--- src/rtl/alu_seq_ctrl.sv ---
// Purpose : sequences operands from a valid/ready stream through an external 16-bit ALU into an accumulator.
// Latency : N>=1 operands with in_valid held high -> done N+1 cycles after start; N=0 -> done 1 cycle after start.
// Backpr. : in_ready high only in LOAD/RUN; stalls (in_valid low) hold state and acc indefinitely.
//
// Ports:
//   clk, rst            single clock, synchronous active-high reset
//   start, cmd_op,      command strobe (sampled only in IDLE), opcode for the run,
//   cmd_len             number of operands in the run
//   in_valid, in_data,  operand stream; an operand is taken when in_valid && in_ready
//   in_ready
//   alu_a, alu_b,       drive the external ALU: alu_a = acc, alu_b = in_data, alu_op = latched opcode
//   alu_op, alu_y       alu_y is the ALU result fed back into acc
//   busy, done, result  busy in LOAD/RUN/DONE; done pulses one cycle with result valid
//   remain              operands still to accept
//   ovf                 sticky 16-bit add overflow flag
//
// Optional feature: define ALU_SEQ_OVF_EN to compile the overflow detector; otherwise ovf is tied low.

module alu_seq_ctrl #(
  parameter int LEN_W = 10
) (
  input  logic             clk,
  input  logic             rst,
  input  logic             start,
  input  logic [2:0]       cmd_op,
  input  logic [LEN_W-1:0] cmd_len,
  input  logic             in_valid,
  input  logic [15:0]      in_data,
  output logic             in_ready,
  output logic [15:0]      alu_a,
  output logic [15:0]      alu_b,
  output logic [2:0]       alu_op,
  input  logic [15:0]      alu_y,
  output logic             busy,
  output logic             done,
  output logic [15:0]      result,
  output logic [LEN_W-1:0] remain,
  output logic             ovf
);

  typedef enum logic [1:0] {
    S_IDLE = 2'd0,
    S_LOAD = 2'd1,
    S_RUN  = 2'd2,
    S_DONE = 2'd3
  } state_t;

  state_t      state;
  logic [15:0] acc;
  logic [2:0]  op_reg;
  logic        accept;
  logic        last;

  assign in_ready = (state == S_LOAD) || (state == S_RUN);
  assign accept   = in_valid && in_ready;
  // The operand being accepted now is the final one of the run.
  assign last     = (remain == LEN_W'(1));

  assign alu_a  = acc;
  assign alu_b  = in_data;
  assign alu_op = op_reg;

  // result is loaded on the edge that enters DONE so it is already valid
  // during the done cycle, and then held until the next run completes.
  always_ff @(posedge clk) begin
    if (rst) begin
      state  <= S_IDLE;
      acc    <= '0;
      op_reg <= '0;
      remain <= '0;
      result <= '0;
      done   <= 1'b0;
      busy   <= 1'b0;
    end else begin
      done <= 1'b0;
      case (state)
        S_IDLE: begin
          if (start) begin
            op_reg <= cmd_op;
            remain <= cmd_len;
            acc    <= '0;
            busy   <= 1'b1;
            if (cmd_len == '0) begin
              state  <= S_DONE;
              done   <= 1'b1;
              result <= '0;
            end else begin
              state <= S_LOAD;
            end
          end
        end
        S_LOAD: begin
          if (accept) begin
            // First operand bypasses the ALU.
            acc    <= in_data;
            remain <= remain - LEN_W'(1);
            if (last) begin
              state  <= S_DONE;
              done   <= 1'b1;
              result <= in_data;
            end else begin
              state <= S_RUN;
            end
          end
        end
        S_RUN: begin
          if (accept) begin
            acc    <= alu_y;
            remain <= remain - LEN_W'(1);
            if (last) begin
              state  <= S_DONE;
              done   <= 1'b1;
              result <= alu_y;
            end
          end
        end
        S_DONE: begin
          state <= S_IDLE;
          busy  <= 1'b0;
        end
        default: begin
          state <= S_IDLE;
          busy  <= 1'b0;
        end
      endcase
    end
  end

`ifdef ALU_SEQ_OVF_EN
  // Carry-out of an unsigned 16-bit add of acc and in_data.
  logic [16:0] add17;
  assign add17 = {1'b0, acc} + {1'b0, in_data};

  always_ff @(posedge clk) begin
    if (rst) begin
      ovf <= 1'b0;
    end else if ((state == S_IDLE) && start) begin
      ovf <= 1'b0;
    end else if ((state == S_RUN) && accept && (op_reg == 3'b001) && add17[16]) begin
      ovf <= 1'b1;
    end
  end
`else
  assign ovf = 1'b0;
`endif

endmodule

--- config.mk ---
export PLATFORM = sky130hd
export DESIGN_NAME = alu_seq_ctrl
export DESIGN_NICKNAME = d
export VERILOG_FILES = /design/src/rtl/alu_seq_ctrl.sv
export SDC_FILE = /design/constraint.sdc
export NUM_CORES = 1
export LEC_CHECK = 0
export ABC_AREA = 1
export CELL_PAD_IN_SITES_DETAIL_PLACEMENT = 0
export CELL_PAD_IN_SITES_GLOBAL_PLACEMENT = 1
export CORE_UTILIZATION = 33
export DETAILED_ROUTE_END_ITERATION = 7
export PLACE_DENSITY = 0.84
export SYNTH_ARGS = -nofsm -noshare
export SYNTH_HDL_FRONTEND = slang
export SYNTH_SLANG_ARGS = --single-unit
--- constraint.sdc ---
create_clock -name clk -period 5 [get_ports clk]
set_clock_uncertainty 0.2 [all_clocks]
set_input_delay 1 -clock clk [delete_from_list [all_inputs] [get_ports clk]]
set_output_delay 1 -clock clk [all_outputs]
set_load 0.02 [all_outputs]
==> results_dict.tcl, run 1 <==
set metrics [dict create \
    status "complete, no violations" \
    clockRootBuffer "clkbuf_8" \
    whs_endpoint "alu_a[4]" \
    max-slew-margin-rel 0.229 \
    hold_start "alu_a[4]" \
    ioPinCount 114 \
    drv_cap 0 \
    postCtsSetupBuffers 0 \
    hold_buffers 0 \
    min_path_type "reg2reg" \
    cp_slowest_cell "clkdlybuf4s50_1" \
    endpoint_kind "primary output" \
    synth-edff-count 0 \
    place_hpwl_mm 5.60 \
    remaining_drc_errors 0 \
    num_vias 2870 \
    syn2layout_area_growth_pct 39.3 \
    min_period_ns 3.36 \
    drtIter0Drc 107 \
    crit_start "state[1]" \
    die_h_um 95.9 \
    setup_tns_ns 0 \
    crit_path_max_fanout 14 \
    yosys_warnings 0 \
    track_usage 0.179 \
    worstSetupPathType "reg2out" \
    syn-cell-area_um2 2910 \
    min_period_over_period 0.672 \
    power.density_nw_per_um2 577 \
    r2r-end "alu_a[8]" \
    cts_buffer_depth 2 \
    wl_per_cell_um 13.5 \
    ir_drop_v 0.000321 \
    cp_top_family "buffers and inverters" \
    ff2ff_path_depth 9 \
    synth_nets 461 \
    numCtsBuffers 5 \
    path_clk_slew_ns 0.09 \
    cts_resized 0 \
    firstDrtPassIters 4 \
    yosys_most_used_dff "dfxtp_1" \
    cp.arrival_ns 2.16 \
    postRouteAntennaNets 0 \
    synthesis.instances 405 \
    synth_area_per_cell_um2 7.18 \
    synthArstFlopShare 0 \
    required_ns 3.80 \
    slowest_delay_ns 0.71 \
    ys_seq_area_frac 0.337 \
    drive_gt1_frac 0.111 \
    clk_latency_ns 0.30 \
    worst-path-buf-inv 2 \
    slew_viol_final 0 \
    whs_path_depth 1 \
    power_mw 2.34 \
    dieArea_um2 9190 \
    gp_routability_congestion 0.810 \
    setup_viol 0 \
    grt_pass1_vias 2731 \
    tightest_slew_ns 1.15 \
    nets 543 \
    rsz0062_at_grt "no" \
    p_leak_nw 1.61 \
    crit_chain "inv_1, ha_1, clkdlybuf4s50_1" \
    cts_tree "done" \
    cts.sinks 49 \
    num_rows 33 \
    hold_viol 0 \
    die_x_um 95.9 \
    synth_cell_types 36 \
    h-tree-depth 2 \
    r2r_slack_ns 1.75 \
    n_antenna_cell 0 \
    fmax_mhz 298 \
    grt_antenna_before_repair 0 \
    grt_max_degree 39 \
    initial_core_util 0.347 \
    start_kind "flip-flop" \
    port_buffers 112 \
    grt_pass1_wl_mm 12.8 \
    grt_overflow 0 \
    viasPerCell 4.84 \
    core_area_um2 8380 \
    wl_mm 7.99 \
    ys_seq_elements 49 \
    r2r-start "state[1]" \
]
## stage by stage
step | area, um2 | hold WS (ns) | util | std cells | worst slack, ns
global placement | 3940 | 0.249 | 0.469 | 585 | 1.64
global route | 4050 | 0.294 | 0.483 | 593 | 1.45
detailed placement | 3940 | 0.255 | 0.469 | 585 | 1.64
CTS | 4050 | 0.278 | 0.483 | 593 | 1.61
finish | 4050 | 0.271 | 0.483 | 593 | 1.64
floorplan | 2910 | 0.285 | - | 405 | 2.67
## power by group
part           switching, mW  total (mW)  leakage (nW)  internal (mW)
clock network          0.134       0.298        0.0585          0.163
logic                  0.844        1.41          1.15          0.567
registers              0.100       0.630         0.402          0.530
## sequential cells by signal, summed over array words and instances (netlist names)
register,cells
busy,1
alu_op,3
state,2
done,1
alu_a,16
result,16
remain,10
## cells in the mapped netlist (8+ instances only)
| master | number | area, um2 |
|---|---|---|
| o21ai_1 | 23 | 115 |
| o21ai_0 | 8 | 40.0 |
| buf_2 | 11 | 55.1 |
| nand2_1 | 72 | 270 |
| inv_1 | 38 | 143 |
| clkbuf_1 | 8 | 30.0 |
| nand2_4 | 11 | 124 |
| nor2_1 | 37 | 139 |
| nand3_1 | 9 | 45.0 |
| a22o_1 | 16 | 140 |
| a21oi_1 | 30 | 150 |
| nand4_1 | 18 | 113 |
| dfxtp_1 | 49 | 981 |
| nor2_2 | 12 | 75.1 |
| inv_2 | 15 | 56.3 |
| buf_4 | 17 | 128 |
## cell families after synthesis
kind of cell,synth area share
other,0.00129
adders and majority gates,0.0301
AOI/OAI and AO/OA,0.180
DFF,0.337
xor gates and xnor gates,0.00602
buffers and inverters,0.155
and+or+nand+nor,0.290
## worst max path at each step
| stage | slack (ns) | to | cells past startpoint |
|---|---|---|---|
| 2_1_floorplan | 2.67 | alu_b[0] | 1 |
| 3_3_place_gp | 1.64 | alu_b[4] | 2 |
| 3_5_place_dp | 1.64 | alu_b[4] | 2 |
| 4_1_cts | 1.61 | in_ready | 3 |
| 5_1_grt | 1.45 | alu_a[8] | 9 |
| 6_report | 1.64 | in_ready | 3 |
## cells in the final DEF (no fill, tap or decap), types with 15 or more instances in the layout
cell | synthesis | routed
a22o_1 | 16 | 16
nand2_1 | 72 | 72
dfxtp_1 | 49 | 49
inv_2 | 15 | 15
nand4_1 | 18 | 18
inv_1 | 38 | 38
a21oi_1 | 30 | 30
nor2_1 | 37 | 37
o21ai_1 | 23 | 23
clkdlybuf4s50_1 | 0 | 112
## worst reg2reg max path: cells and delay by family (launching register included)
family,cells,cell delay (ns)
adders and majority gates,1,0.63
buffers and inverters,3,0.51
AOI/OAI and AO/OA,3,0.42
and+or+nand+nor,2,0.99
DFF,1,0.40
## per-layer routing
layer	vias up	track usage	routed length (um)
met5	-	0	0
met4	0	0.0485	70
met3	7	0.0237	492
met1	1308	0.225	3630
met2	88	0.320	3800
li1	1467	-	-
## layout make-up
type | count | area (um2)
fill | 872 | 4330
clock buffer | 7 | 86.3
tap | 105 | 131
timing repair buffer | 114 | 1140
clock inverter | 1 | 30.0
multi-input combinational | 263 | 1480
inverter | 54 | 203
sequential | 49 | 981
No activity file was read; power rests on OpenSTA's default activity.
==> inputs of run 2 (changes only) <==
- CORE_UTILIZATION: 33 -> 30
- PLACE_DENSITY: 0.84 -> 0.77
- clock period: 5 -> 3.51 ns (I/O delays scaled with it)
==> run 2 against run 1 <==
Compared with the run above: hold slack gained 0.0057 ns; sequential cell count is the same; via count fell by 0.80%; critical path depth grew 1.
==> results_dict.tcl, run 2 (synthesized netlist as in run 1, its figures left out) <==
set metrics [dict create \
    seqPwrFrac 0.274 \
    ir_drop_v 0.000347 \
    fmax_mhz 337 \
    internal_power_mw 1.72 \
    setup_tns_ns 0 \
    hold_viol 0 \
    worstSetupPathType "reg2out" \
    clk_latency_ns 0.30 \
    cts_resized 0 \
    grtUsageMet1 0.201 \
    cts_buffer_depth 2 \
    slew_viol_final 0 \
    numCtsBuffers 5 \
    grt_pass1_wl_mm 13.1 \
    postRouteAntennaNets 0 \
    p_sw_mw 1.55 \
    power_frac_comb 0.621 \
    endpoint_kind "primary output" \
    required_ns 2.61 \
    dieArea_um2 10100 \
    wl_mm 8.19 \
    tightest_slew_ns 0.886 \
    nets 547 \
    grt_pass1_vias 2768 \
    die_h_um 100 \
    num_rows 35 \
    num_vias 2847 \
    clockRootBuffer "clkbuf_8" \
    rsz0062_at_grt "no" \
    grtUsageMet3 0.0333 \
    initial_core_util 0.312 \
    postCtsSetupBuffers 0 \
    viasPerCell 4.58 \
    place_hpwl_mm 5.93 \
    whs_path_depth 1 \
    r2r-start "state[0]" \
    h-tree-depth 2 \
    r2r_slack_ns 0.84 \
    grt_overflow 0 \
    n_antenna_cell 0 \
    drtIter0Drc 57 \
    hold_buffers 0 \
    layout_commonest_cell "clkdlybuf4s50_1" \
    min_path_type "reg2reg" \
    pwr-share-clk 0.105 \
    start_kind "flip-flop" \
    ff2ff_path_depth 10 \
    p_sw_frac 0.473 \
    ioPinCount 114 \
    finalNonFillerCells 621 \
    crit_path_max_fanout 19 \
    p_leak_nw 1.61 \
    crit_start "state[0]" \
    track_usage 0.165 \
    remaining_drc_errors 0 \
    power.density_nw_per_um2 800 \
    syn2layout_area_growth_pct 40.3 \
    max-slew-margin-rel 0.409 \
    grt_antenna_before_repair 0 \
    cp-endpoint "in_ready" \
    dpl.cell_count 613 \
    path_clk_slew_ns 0.10 \
    wl_per_cell_um 13.2 \
    grt_use_met2 0.302 \
    gp_routability_congestion 0.815 \
    status "complete, no violations" \
    min_period_ns 2.97 \
    grt_max_degree 39 \
    cts_tree "done" \
    firstDrtPassIters 4 \
    drv_cap 0 \
    die_x_um 100 \
    mostFrequentLayoutCells "clkdlybuf4s50_1, nand2_1, dfxtp_1" \
    setup_viol 0 \
    drive_gt1_frac 0.118 \
    min_period_over_period 0.845 \
    cp.arrival_ns 2.06 \
    cts.sinks 49 \
    r2r-end "result[3]" \
    busiest_layer "met2" \
    core_area_um2 9330 \
    port_buffers 112 \
]
run 2: power by group through the flow:
stage	Clock (mW)	Combinational [mW]	Sequential (mW)
floorplan	0	1.13	1.12
CTS	0.362	2.05	0.897
global placement	0	2.03	0.907
detailed placement	0	2.04	0.906
finish	0.344	2.03	0.896
global route	0.382	2.24	0.920
run 2: worst min-delay path by stage:
| stage | startpoint | end | slack [ns] |
|---|---|---|---|
| after floorplan | state[0] | state[0] | 0.29 |
| after global placement | alu_a[10] | alu_a[10] | 0.25 |
| after detailed placement | alu_a[10] | alu_a[10] | 0.26 |
| after CTS | alu_a[10] | alu_a[10] | 0.28 |
| after global routing | alu_a[10] | alu_a[10] | 0.30 |
| final | alu_a[10] | alu_a[10] | 0.28 |
run 2: worst max-delay path, stage by stage, from the launching register on:
cell	delay [ns]
dfxtp_1	0.42
inv_1	0.11
ha_1	0.31
buf_4	0.25
clkdlybuf4s50_1	0.66
run 2: layout make-up:
class | instances | area [um2]
repair buffers | 118 | 1170
well taps | 129 | 161
fillers | 989 | 5250
inverters | 54 | 203
multi-input cells | 263 | 1480
flip-flops and latches | 49 | 981
clock inverters | 2 | 15.0
clock buffers | 6 | 72.6
run 2: metrics by stage:
| stage | hold slack (ns) | instance area [um2] | utilization | total power, mW | worst slack (ns) |
|---|---|---|---|---|---|
| final | 0.276 | 4080 | 0.438 | 3.27 | 0.544 |
| after global routing | 0.299 | 4080 | 0.438 | 3.54 | 0.448 |
| after CTS | 0.281 | 4080 | 0.438 | 3.31 | 0.535 |
| after detailed placement | 0.258 | 4000 | 0.428 | 2.95 | 0.736 |
| after global placement | 0.248 | 4000 | 0.428 | 2.94 | 0.745 |
| after floorplan | 0.285 | 2910 | - | 2.25 | 1.38 |
run 2: metal layers:
layer | wire length, um | part of all wire
met1 | 3820 | 0.47
met2 | 3950 | 0.48
met3 | 371 | 0.045
met4 | 50 | 0.0061
met5 | 0 | 0
==> inputs of run 3 (changes only) <==
- clock period: 3.51 -> 3.1 ns (I/O delays scaled with it)
==> run 3 against run 2 <==
Compared with the run above: cell count rose by 0.48%; sequential cell count did not move; global-route usage rose by 0.22 points; via count rose by 0.25%; final area rose by 0.61%; largest power group unchanged.
==> results_dict.tcl, run 3 (synthesized netlist as in run 1, its figures left out) <==
set metrics [dict create \
    wl_per_cell_um 13.1 \
    drv_cap 0 \
    status "complete, no violations" \
    r2r_slack_ns 0.39 \
    cp_top_family "simple AND/OR/NAND/NOR gates" \
    cts.sinks 49 \
    num_rows 35 \
    slowest_delay_ns 0.41 \
    min_path_type "reg2reg" \
    hold_viol 0 \
    grt_overflow 0 \
    required_ns 3.15 \
    n_antenna_cell 0 \
    busiest_layer "met2" \
    drive_gt1_frac 0.125 \
    r2r-start "state[1]" \
    place_hpwl_mm 5.95 \
    remaining_drc_errors 0 \
    layout_commonest_cell "clkdlybuf4s50_1" \
    finish.utilization 0.440 \
    firstDrtPassIters 4 \
    cp.arrival_ns 2.76 \
    tightest_slew_ns 0.895 \
    grt_max_degree 39 \
    nFillCells 965 \
    gp_routability_congestion 0.846 \
    postCtsSetupBuffers 0 \
    ir_drop_v 0.000572 \
    grt_antenna_before_repair 0 \
    crit_path_max_fanout 17 \
    worst-path-buf-inv 4 \
    drtIter0Drc 83 \
    cts_resized 0 \
    wl_mm 8.18 \
    crit_chain "inv_1, ha_1, buf_4, inv_2, or2_4, nand2_4, nand3_4, nand2_1, inv_1, nor2_1" \
    place_area_um2 4020 \
    initial_core_util 0.312 \
    num_vias 2854 \
    start_kind "flip-flop" \
    cts_buffer_depth 2 \
    grtUsageMet1 0.206 \
    setup_tns_ns 0 \
    multiInputGateArea_um2 1480 \
    slew_viol_final 0 \
    grtUsageMet3 0.0284 \
    die_h_um 100 \
    finalNonFillerCells 624 \
    regArea_um2 981 \
    die_x_um 100 \
    core_area_um2 9330 \
    min_period_ns 2.71 \
    hold_start "alu_a[4]" \
    mostFrequentLayoutCells "clkdlybuf4s50_1, nand2_1, dfxtp_1" \
    grt_pass1_wl_mm 13.3 \
    cp_slowest_cell "dfxtp_1" \
    dpl.cell_count 616 \
    clk_latency_ns 0.32 \
    min_period_over_period 0.875 \
    syn2layout_area_growth_pct 41.2 \
    endpoint_kind "flip-flop" \
    p_leak_nw 1.63 \
    ioPinCount 114 \
    r2r-end "result[4]" \
    whs_path_depth 1 \
    postRouteAntennaNets 0 \
    viasPerCell 4.57 \
    grt_use_met2 0.301 \
    grt_pass1_vias 2765 \
    fmax_mhz 369 \
    max-slew-margin-rel 0.403 \
    numCtsBuffers 5 \
    setup_viol 0 \
    power.density_nw_per_um2 911 \
    rsz0062_at_grt "no" \
    ff2ff_path_depth 10 \
    port_buffers 112 \
    clockRootBuffer "clkbuf_8" \
    fin_area_um2 4110 \
    whs_endpoint "alu_a[4]" \
    crit_top_cell "inv_1" \
    nets 550 \
    path_clk_slew_ns 0.11 \
    h-tree-depth 2 \
    dieArea_um2 10100 \
    track_usage 0.167 \
    cts_tree "done" \
    worstSetupPathType "reg2reg" \
    hold_buffers 0 \
    crit_start "state[1]" \
]
## run 3: metal layers
layer	routed length, um	share of wire
met1	3820	0.47
met5	0	0
met3	431	0.053
met2	3860	0.47
met4	68	0.0083
## run 3: area by class of cell
cell class	instances	area share
clock inverter	3	0.00518
timing repair buffer	121	0.289
sequential	49	0.239
clock buffer	5	0.0168
tap	129	0.0393
multi-input combinational	263	0.361
inverter	54	0.0493
## run 3: how the worst max path moves through the flow
stage,cells after the start,end
after floorplan,11,result[0]
after global placement,10,result[4]
after detailed placement,9,result[4]
after CTS,10,result[4]
after global routing,10,result[2]
final,10,result[4]
## run 3: report_power, final
part	internal, mW	switching, mW
sequential	0.855	0.162
clock	0.161	0.244
combinational	0.954	1.37
total	1.97	1.77
## run 3: stage by stage
step           hold WS (ns)  power [mW]  setup WS [ns]
4_1_cts               0.289        3.79          0.375
3_5_place_dp          0.266        3.37          0.403
6_report              0.284        3.74          0.389
3_3_place_gp          0.254        3.35          0.446
5_1_grt               0.314        4.05          0.183
2_1_floorplan         0.285        2.54          0.966
